**src/rtl/em_buf_chain_reader_pkg.sv**
```systemverilog
`default_nettype none
// ============================================================================
// Module   : em_buf_chain_reader_pkg
// Brief    : Shared widths and FSM encoding for the edit-memory chain reader.
// Revision : 1.0 - initial release
// ============================================================================
package em_buf_chain_reader_pkg;

  // Default datapath widths shared with the rest of the dequeue side.
  localparam int EM_BUF_PTR_NBITS     = 8;
  localparam int PORT_ID_NBITS        = 4;
  localparam int PD_CHUNK_DEPTH_NBITS = 12;
  localparam int DATA_PATH_NBYTES     = 16;

  // FSM encoding, reusable by other dequeue blocks walking buffer chains.
  localparam int EM_CHAIN_ST_NBITS = 2;

  typedef enum logic [EM_CHAIN_ST_NBITS-1:0] {
    ST_IDLE = 2'd0,
    ST_EMIT = 2'd1,
    ST_WAIT = 2'd2
  } em_chain_st_e;

endpackage
`default_nettype wire

```
**src/rtl/em_buf_chain_reader.sv**
```systemverilog
`default_nettype none
// ============================================================================
// Module   : em_buf_chain_reader
// Brief    : Walks a packet's buffer chain in edit memory, emitting one read
//            command per buffer and fetching each successor pointer from the
//            linked list with a single outstanding request.
// Revision : 1.0 - initial release
// ============================================================================
module em_buf_chain_reader
  import em_buf_chain_reader_pkg::*;
#(
  parameter int BPTR_NBITS = EM_BUF_PTR_NBITS,
  parameter int ID_NBITS   = PORT_ID_NBITS,
  parameter int LEN_NBITS  = PD_CHUNK_DEPTH_NBITS,
  parameter int SIZE       = DATA_PATH_NBYTES,
  parameter int BC_NBITS   = $clog2(SIZE) + 1
) (
  input  logic                  clk,
  input  logic                  rst,
  // descriptor input
  input  logic                  desc_valid,
  output logic                  desc_ready,
  input  logic [BPTR_NBITS-1:0] desc_buf_ptr,
  input  logic [ID_NBITS-1:0]   desc_port_id,
  input  logic [LEN_NBITS-1:0]  desc_len,
  // linked-list request / acknowledge
  output logic                  buf_req,
  output logic [BPTR_NBITS-1:0] buf_req_ptr,
  input  logic                  buf_ack_valid,
  input  logic [BPTR_NBITS-1:0] buf_ack_ptr,
  // read command output
  output logic                  rd_valid,
  input  logic                  rd_ready,
  output logic [BPTR_NBITS-1:0] rd_buf_ptr,
  output logic [ID_NBITS-1:0]   rd_port_id,
  output logic                  rd_sop,
  output logic                  rd_eop,
  output logic [BC_NBITS-1:0]   rd_bytes,
  // status
  output logic                  desc_drop,
  output logic                  err_ack,
  output logic                  busy
);

  localparam logic [LEN_NBITS-1:0] c_size_len = LEN_NBITS'(SIZE);
  localparam logic [BC_NBITS-1:0]  c_size_bc  = BC_NBITS'(SIZE);

  em_chain_st_e           state_q, state_d;
  logic [BPTR_NBITS-1:0]  cur_ptr_q, cur_ptr_d;
  logic [ID_NBITS-1:0]    port_q, port_d;
  logic [LEN_NBITS-1:0]   rem_q, rem_d;
  logic                   first_q, first_d;
  logic                   buf_req_q, buf_req_d;
  logic [BPTR_NBITS-1:0]  buf_req_ptr_q, buf_req_ptr_d;
  logic                   desc_drop_q, desc_drop_d;
  logic                   err_ack_q, err_ack_d;
  // Held low through reset so desc_ready reads 0 while rst is applied.
  logic                   init_q, init_d;

  // Read command and status decode from registered state and data.
  assign desc_ready  = (state_q == ST_IDLE) && init_q;
  assign rd_valid    = (state_q == ST_EMIT);
  assign rd_buf_ptr  = cur_ptr_q;
  assign rd_port_id  = port_q;
  assign rd_sop      = first_q;
  assign rd_eop      = (rem_q <= c_size_len);
  // rem never exceeds SIZE at EOP, so truncation to the byte-count width is safe.
  assign rd_bytes    = rd_eop ? rem_q[BC_NBITS-1:0] : c_size_bc;
  assign busy        = (state_q != ST_IDLE);
  assign buf_req     = buf_req_q;
  assign buf_req_ptr = buf_req_ptr_q;
  assign desc_drop   = desc_drop_q;
  assign err_ack     = err_ack_q;

  // Next-state, datapath update and registered-pulse generation.
  always_comb begin
    state_d       = state_q;
    cur_ptr_d     = cur_ptr_q;
    port_d        = port_q;
    rem_d         = rem_q;
    first_d       = first_q;
    buf_req_d     = 1'b0;
    buf_req_ptr_d = buf_req_ptr_q;
    desc_drop_d   = 1'b0;
    init_d        = 1'b1;
    // An ack is only legal while waiting; anywhere else it is flagged and ignored.
    err_ack_d     = buf_ack_valid && (state_q != ST_WAIT);

    case (state_q)
      ST_IDLE: begin
        if (desc_valid && desc_ready) begin
          cur_ptr_d = desc_buf_ptr;
          port_d    = desc_port_id;
          rem_d     = desc_len;
          first_d   = 1'b1;
          if (desc_len == '0) begin
            desc_drop_d = 1'b1;
          end else begin
            state_d = ST_EMIT;
          end
        end
      end
      ST_EMIT: begin
        if (rd_ready) begin
          if (rd_eop) begin
            // The last buffer's successor is never fetched.
            state_d = ST_IDLE;
          end else begin
            rem_d         = rem_q - c_size_len;
            first_d       = 1'b0;
            buf_req_d     = 1'b1;
            buf_req_ptr_d = cur_ptr_q;
            state_d       = ST_WAIT;
          end
        end
      end
      ST_WAIT: begin
        if (buf_ack_valid) begin
          cur_ptr_d = buf_ack_ptr;
          state_d   = ST_EMIT;
        end
      end
      default: state_d = ST_IDLE;
    endcase
  end

  // State and data registers with synchronous reset.
  always_ff @(posedge clk) begin
    if (rst) begin
      state_q       <= ST_IDLE;
      cur_ptr_q     <= '0;
      port_q        <= '0;
      rem_q         <= '0;
      first_q       <= 1'b0;
      buf_req_q     <= 1'b0;
      buf_req_ptr_q <= '0;
      desc_drop_q   <= 1'b0;
      err_ack_q     <= 1'b0;
      init_q        <= 1'b0;
    end else begin
      state_q       <= state_d;
      cur_ptr_q     <= cur_ptr_d;
      port_q        <= port_d;
      rem_q         <= rem_d;
      first_q       <= first_d;
      buf_req_q     <= buf_req_d;
      buf_req_ptr_q <= buf_req_ptr_d;
      desc_drop_q   <= desc_drop_d;
      err_ack_q     <= err_ack_d;
      init_q        <= init_d;
    end
  end

endmodule
`default_nettype wire

```
**config.mk**
```make
export PLATFORM = sky130hd
export DESIGN_NAME = em_buf_chain_reader
export DESIGN_NICKNAME = d
export VERILOG_FILES = /design/src/rtl/em_buf_chain_reader_pkg.sv /design/src/rtl/em_buf_chain_reader.sv
export SDC_FILE = /design/constraint.sdc
export NUM_CORES = 1
export LEC_CHECK = 0
export ABC_CLOCK_PERIOD_IN_PS = 3400
export BUFFER_PORTS_ARGS = -buffer_cell sky130_fd_sc_hd__buf_2
export CORE_ASPECT_RATIO = 0.7
export CORE_MARGIN = 3
export CORE_UTILIZATION = 40
export DETAILED_ROUTE_END_ITERATION = 7
export HOLD_SLACK_MARGIN = 0.05
export PLACE_DENSITY = 0.76
export SYNTH_ARGS = -nofsm -noshare
export SYNTH_HDL_FRONTEND = slang
export SYNTH_SLANG_ARGS = --single-unit
```
**constraint.sdc**
```tcl
create_clock -name clk -period 3.4 [get_ports clk]
set_input_delay 0.68 -clock clk [delete_from_list [all_inputs] [get_ports clk]]
set_output_delay 0.68 -clock clk [all_outputs]
set_load 0.01 [all_outputs]
```
# After elaboration in Yosys (flattened, before gate mapping)
# Index checks and enable logic that the tools add are counted.
# W data, S select, Z words.
totals:
  register_bits: 39
  in_bits: 37
  elab_cells: 61
classes:
  addsub: 1
  n_lt_le_gt_ge: 1
  n_eq_ne: 8
  muxes: 21
  bitwise: 5
  reduce_logical: 15
ops:
  columns: ["operator", "count"]
  rows:
  - ["$mux W12", 3]
  - ["$pmux W12 S2", 1]
  - ["$mux W8", 2]
  - ["$pmux W8 S2", 1]
  - ["$le A12 B5 Y1 const B", 1]
  - ["$logic_not A12 Y1", 1]
  - ["$sub A12 B5 Y12 const B", 1]
  - ["$mux W2", 5]
  - ["$ne A2 B2 Y1 const B", 4]
  - ["$reduce_and A4 Y1", 2]
  - ["$mux W1", 6]
  - ["$pmux W2 S3", 1]
  - ["$reduce_and A3 Y1", 2]
  - ["$reduce_bool A2 Y1", 3]
  - ["$reduce_or A3 Y1", 2]
  - ["$mux W5", 1]
  - ["$not A1 Y1", 5]
  - ["$ne A2 B1 Y1 const B", 2]
  - ["$logic_and A1 B1 Y1", 3]
  - ["$eq A2 B1 Y1 const B", 1]
  - ["$eq A2 B2 Y1 const B", 1]
  - ["$logic_not A2 Y1", 1]
  - ["$pmux W1 S2", 1]
  - ["$reduce_and A2 Y1", 1]

# Logic depth before layout (Yosys ltp)
depth:
  depth_word: 5
  ltp_mapped: 8

# Worst setup path before layout
# No wires, ideal clock.
synth_path:
  path_kind: "reg2out"
  start: "reg rem_q[4]"
  end: "out rd_bytes[0]"
  arrival_time_ps: 1524
  required_time_ps: 2720
  setup_slack_ps: 1196
  path_stages_with_launch: 7
  cell_sequence: "dfxtp_1 inv_1 ha_1 nor3b_1 a31oi_1 nor2_1 and2_1"
synth_via:
  elab_chain_cells: 2
synth_rtl:
  columns: ["item", "line", "text"]
  rows:
  - ["start: declaration", "em_buf_chain_reader.sv:51", "logic [LEN_NBITS-1:0] rem_q, rem_d;"]
  - ["start signal: assignment", "em_buf_chain_reader.sv:144", "rem_q <= rem_d;"]
  - ["$le A12 B5 Y1", "em_buf_chain_reader.sv:66", "assign rd_eop = (rem_q <= c_size_len);"]
  - ["net rd_eop", "em_buf_chain_reader.sv:37", "output logic rd_eop,"]
  - ["$mux W5", "em_buf_chain_reader.sv:68", "assign rd_bytes = rd_eop ? rem_q[BC_NBITS-1:0] : c_size_bc;"]
  - ["end: declaration", "em_buf_chain_reader.sv:38", "output logic [BC_NBITS-1:0] rd_bytes,"]
# The timed path passes the listed nets, and every way through them passes these cells.

# Final worst setup path
layout_path:
  start: "reg rem_q[4]"
  end: "out rd_bytes[1]"
layout_via:
  elab_chain_cells: 2
layout_rtl:
  columns: ["item", "line"]
  rows:
  - ["$le A12 B5 Y1", "em_buf_chain_reader.sv:66"]
  - ["$mux W5", "em_buf_chain_reader.sv:68"]
# No other way between the ends.

==> summary.md <==
Derived from the worst setup path, the maximum achievable clock frequency is 0.361 GHz. Relative max-transition margin: 0.270. Setup repair after global routing left no endpoint under its margin.

For this run the aggregate overflow at the end of global routing stands at 0. Instance count along the most critical hold path: 2. Measured along the y axis, the die boundary spans 62.1 um. From left edge to right edge, the die measures 86.1 um.

In the final routed layout, each cell accounts on average for 13.3 um. The adder-cell area share of the yosys netlist was 0.0139; the simple-gate portion of the synthesized area was 0.224. The logs give 0.437 for the initial cell density of the core and 5 for the number of buffers added by the clock tree synthesis step. At the end of routability-driven placement, the weighted congestion stood at 0.870. The type of element capturing the critical path is a primary output. The count of nets left with antenna violations once routing finished came out at 0. For this block, the routed nets add up to 4390 um of wire. For the worst flop-to-flop path, the logic depth is 7.

The complex-gate fraction of the synthesized area works out to 0.182. The library cells used most frequently in the layout, excluding fill and tap cells, are sky130_fd_sc_hd__buf_2, sky130_fd_sc_hd__dfxtp_1, sky130_fd_sc_hd__nor2_1, sky130_fd_sc_hd__nand2_1, sky130_fd_sc_hd__a21oi_1. The worst path arrival time came out at 2090 ps. The class of the worst hold path is flop to flop. The final count of hold timing violations was 0. The number of antenna diodes in the final layout is 0. The mapped cell area is 1800 um^2. TritonCTS built the clock tree.

The tools report the sort of element at the start of the critical path as a flop. After floorplanning, the core was sized to cover 4110 um^2. Synthesis inferred 39 register bits.

First-pass iteration count of the detailed router: 4. Using the TritonRoute via totals, the vias-per-cell ratio works out to 5.20. The number of endpoints failing setup at the final stage is 0. The die area came out at 5340 um^2. The insertion delay of the later-clocked pin in the worst-skew pair was 290 ps; the net count of the finished layout was 315. Data required time at the worst endpoint: 2720 ps. The tool flagged a number of max-cap violations equal to 0.

On the final layout, the worst hold slack is 457 ps. The number of buffers inserted by port buffering came out at 69. For the count of synthesis-stage warnings from yosys, the log shows 0. Across all register-to-register paths, the minimum setup slack is 930 ps. Total of hold buffers inserted after clock tree synthesis: 0.

The run gives 19 as the site row count. The run gives 0 as the total count of max-transition violations in the final report. The unique cell type count in the Yosys netlist was 37.

The post-CTS clock slew at the launch and capture registers of the worst setup and hold paths was 80 ps; the proportion of power drawn by combinational gates was 0.207. The I/O pin count is 70. By area, the combinational part of the netlist is dominated by simple AND/OR/NAND/NOR gates. The logs give 0.315 for the clock power share and 2 for the H-tree depth. The critical path contains buffers and inverters numbering 2 combined. The summed negative setup slack over all endpoints was 0 ps. The global routing usage summed across all routing layers was 0.169; the maximum number of pins on one net before global-route repair was 38. For this run, design rule violations remaining after detail routing come to 0.

Across all layers, the routed design uses 1,712 vias. Gates resized during post-CTS repair numbered 0. The standard cell with the maximum stage delay on the critical path was sky130_fd_sc_hd__dfxtp_1.

The worst-case clock buffer depth is 2. Clock skew on the completed layout was measured at 8.73 ps. Counting every instance in the synthesized netlist gives 211.

The critical-path maximum fanout is 7. The post-synthesis share of cell area spent on xor and xnor gates came out at 0.00488. Leaving out fill and tap cells, the most frequent cell in the layout is sky130_fd_sc_hd__buf_2. The average instance in the mapped netlist occupies 8.51 um^2. The final design utilization was 0.547. On the critical path the largest part of the delay comes from simple AND/OR/NAND/NOR gates.

The tools report the net switching component of the power as 315 uW. Dividing total power by cell area gives a power density of 468 nW/um^2. The leakage power of the design is 0.00105 uW, and the transition time at the pin with the least slew margin is 1090 ps.

The area added between synthesis and finish works out to 25.3%. The overall power of the completed layout is 1050 uW. The initial antenna violation count was 0; the portion of total power attributed to sequential cells was 0.478. The tools report the net count after synthesis as 250. Critical setup path kind: flop to primary output. Across the VDD grid, the largest voltage drop is 0.270 mV. Counting every sink on the clock net gives 39.

The signal on the critical path passes through inv_1 > ha_1 > nor3b_1 > a31oi_1 > nor2_1 > and2_1 > buf_2. The run gives 0.435 as the sequential fraction of the synthesis area. The root buffer cell chosen for the clock tree is sky130_fd_sc_hd__clkbuf_8.

The layout cell share with drive strength beyond 1 came out at 0.296. The internal power of the cells totals 738 uW. The clock period could shrink to 2770 ps. The part of the cycle the worst path needs was 0.814; the wire length of the first global-routing pass was 7000 um.

For the total setup buffers inserted after CTS, the log shows 0. The half-perimeter wire length of the detailed placement result came out at 3320 um. The flow ran to the end, and the final reports show no timing, DRC or antenna violations. The detailed router's first-iteration violation count came out at 97. The fraction of power spent switching nets is 0.299, and the delay of the slowest cell on the worst path is 410 ps.

In this run the number of cells on the critical path is 7. The share of cell area taken by muxes after synthesis came out at 0.0948. The tools report the number of global-route vias before repair as 1,494.
==> logic make-up (layout without fill, tap and decap cells) <==
| logic type | count (synthesis) | in the layout |
|---|---|---|
| xor+xnor | 1 | 1 |
| flops | 39 | 39 |
| buf+inv | 18 | 84 |
| compound gates | 49 | 49 |
| fa+ha+maj | 2 | 2 |
| mux | 17 | 17 |
| simple gates | 85 | 85 |
==> synthesized netlist by cell type <==
library cell               number  share of area
sky130_fd_sc_hd__clkbuf_1       7          0.015
sky130_fd_sc_hd__or3_1          2         0.0070
sky130_fd_sc_hd__or2_2          1         0.0035
sky130_fd_sc_hd__dfxtp_1       39           0.43
sky130_fd_sc_hd__a41oi_1        1         0.0049
sky130_fd_sc_hd__o22ai_1        2         0.0070
sky130_fd_sc_hd__o211ai_1       2         0.0084
sky130_fd_sc_hd__nor2_1        27          0.056
sky130_fd_sc_hd__nand3_1        3         0.0084
sky130_fd_sc_hd__a211o_1        1         0.0049
sky130_fd_sc_hd__a211oi_1       9          0.038
sky130_fd_sc_hd__nor3b_1        1         0.0042
sky130_fd_sc_hd__buf_2          2         0.0056
sky130_fd_sc_hd__a21oi_1       20          0.056
sky130_fd_sc_hd__o21ai_0        5          0.014
sky130_fd_sc_hd__and2_1         6          0.021
sky130_fd_sc_hd__o21ai_1        2         0.0056
sky130_fd_sc_hd__a31oi_1        2         0.0070
sky130_fd_sc_hd__buf_4          1         0.0042
sky130_fd_sc_hd__nand2b_1       3          0.010
sky130_fd_sc_hd__mux2i_1       17          0.095
sky130_fd_sc_hd__o211a_1        1         0.0056
sky130_fd_sc_hd__clkinv_1       1         0.0021
sky130_fd_sc_hd__nor3_1         6          0.017
sky130_fd_sc_hd__buf_6          1         0.0063
sky130_fd_sc_hd__or4_4          1         0.0063
sky130_fd_sc_hd__and3_1         4          0.014
sky130_fd_sc_hd__ha_1           2          0.014
sky130_fd_sc_hd__xnor2_1        1         0.0049
sky130_fd_sc_hd__inv_1          6          0.013
sky130_fd_sc_hd__o311ai_4       1          0.015
sky130_fd_sc_hd__a211oi_2       1         0.0070
sky130_fd_sc_hd__or4_1          1         0.0042
sky130_fd_sc_hd__o32ai_1        2         0.0098
sky130_fd_sc_hd__nor4_1         4          0.014
sky130_fd_sc_hd__nor2_4         1         0.0063
sky130_fd_sc_hd__nand2_1       25          0.052
==> worst reg2reg max path: stages, from the launching register on <==
cell                       delay (ps)
sky130_fd_sc_hd__dfxtp_1          330
sky130_fd_sc_hd__inv_1            120
sky130_fd_sc_hd__ha_1             230
sky130_fd_sc_hd__nor3b_1          270
sky130_fd_sc_hd__a31oi_1          140
sky130_fd_sc_hd__o211ai_1         900
sky130_fd_sc_hd__mux2i_1          280
sky130_fd_sc_hd__nor2_1            50
==> path summary, 6_finish.rpt <==
kind	startpoint	endpoint
setup / recovery	rem_q[4]	rd_bytes[1]
hold / removal	rd_port_id[2]	rd_port_id[2]
setup reg to reg	rem_q[5]	buf_req_ptr[2]
hold reg to reg	rd_port_id[2]	rd_port_id[2]
==> power groups by stage <==
stage | logic, uW | registers [uW] | clock network, uW
6_report | 218 | 503 | 332
5_1_grt | 242 | 507 | 364
4_1_cts | 218 | 503 | 340
3_5_place_dp | 218 | 513 | 0
3_3_place_gp | 215 | 513 | 0
2_1_floorplan | 143 | 514 | 0
==> stage by stage <==
stage	worst slack, ps	cells	cell area (um^2)
after detailed placement	943	321	2150
final	633	329	2250
after global placement	1050	321	2150
after floorplan	1200	211	1800
after global routing	495	329	2250
after CTS	624	329	2250
==> metal layers <==
layer,vias to the layer above,part of all wire,GRT usage
li1,875,-,-
met1,768,0.47,0.230
met2,64,0.43,0.254
met3,5,0.089,0.0606
met4,0,0.010,0.0474
met5,-,0,0
==> area by class of cell <==
cell class	count	area, um^2
Clock buffer	6	82.6
Clock inverter	2	16.3
Fill cell	398	1860
Inverter	7	26.3
Multi-Input combinational cell	154	933
Sequential cell	39	781
Tap cell	52	65.1
Timing Repair Buffer	69	345
==> registers in the layout (all words and copies together) (netlist names) <==
register / count
rd_port_id: 4
init_q: 1
buf_req: 1
state_q: 2
desc_drop: 1
rd_sop: 1
rem_q: 12
rd_buf_ptr: 8
buf_req_ptr: 8
err_ack: 1
Power figures use the tool's default switching activity.
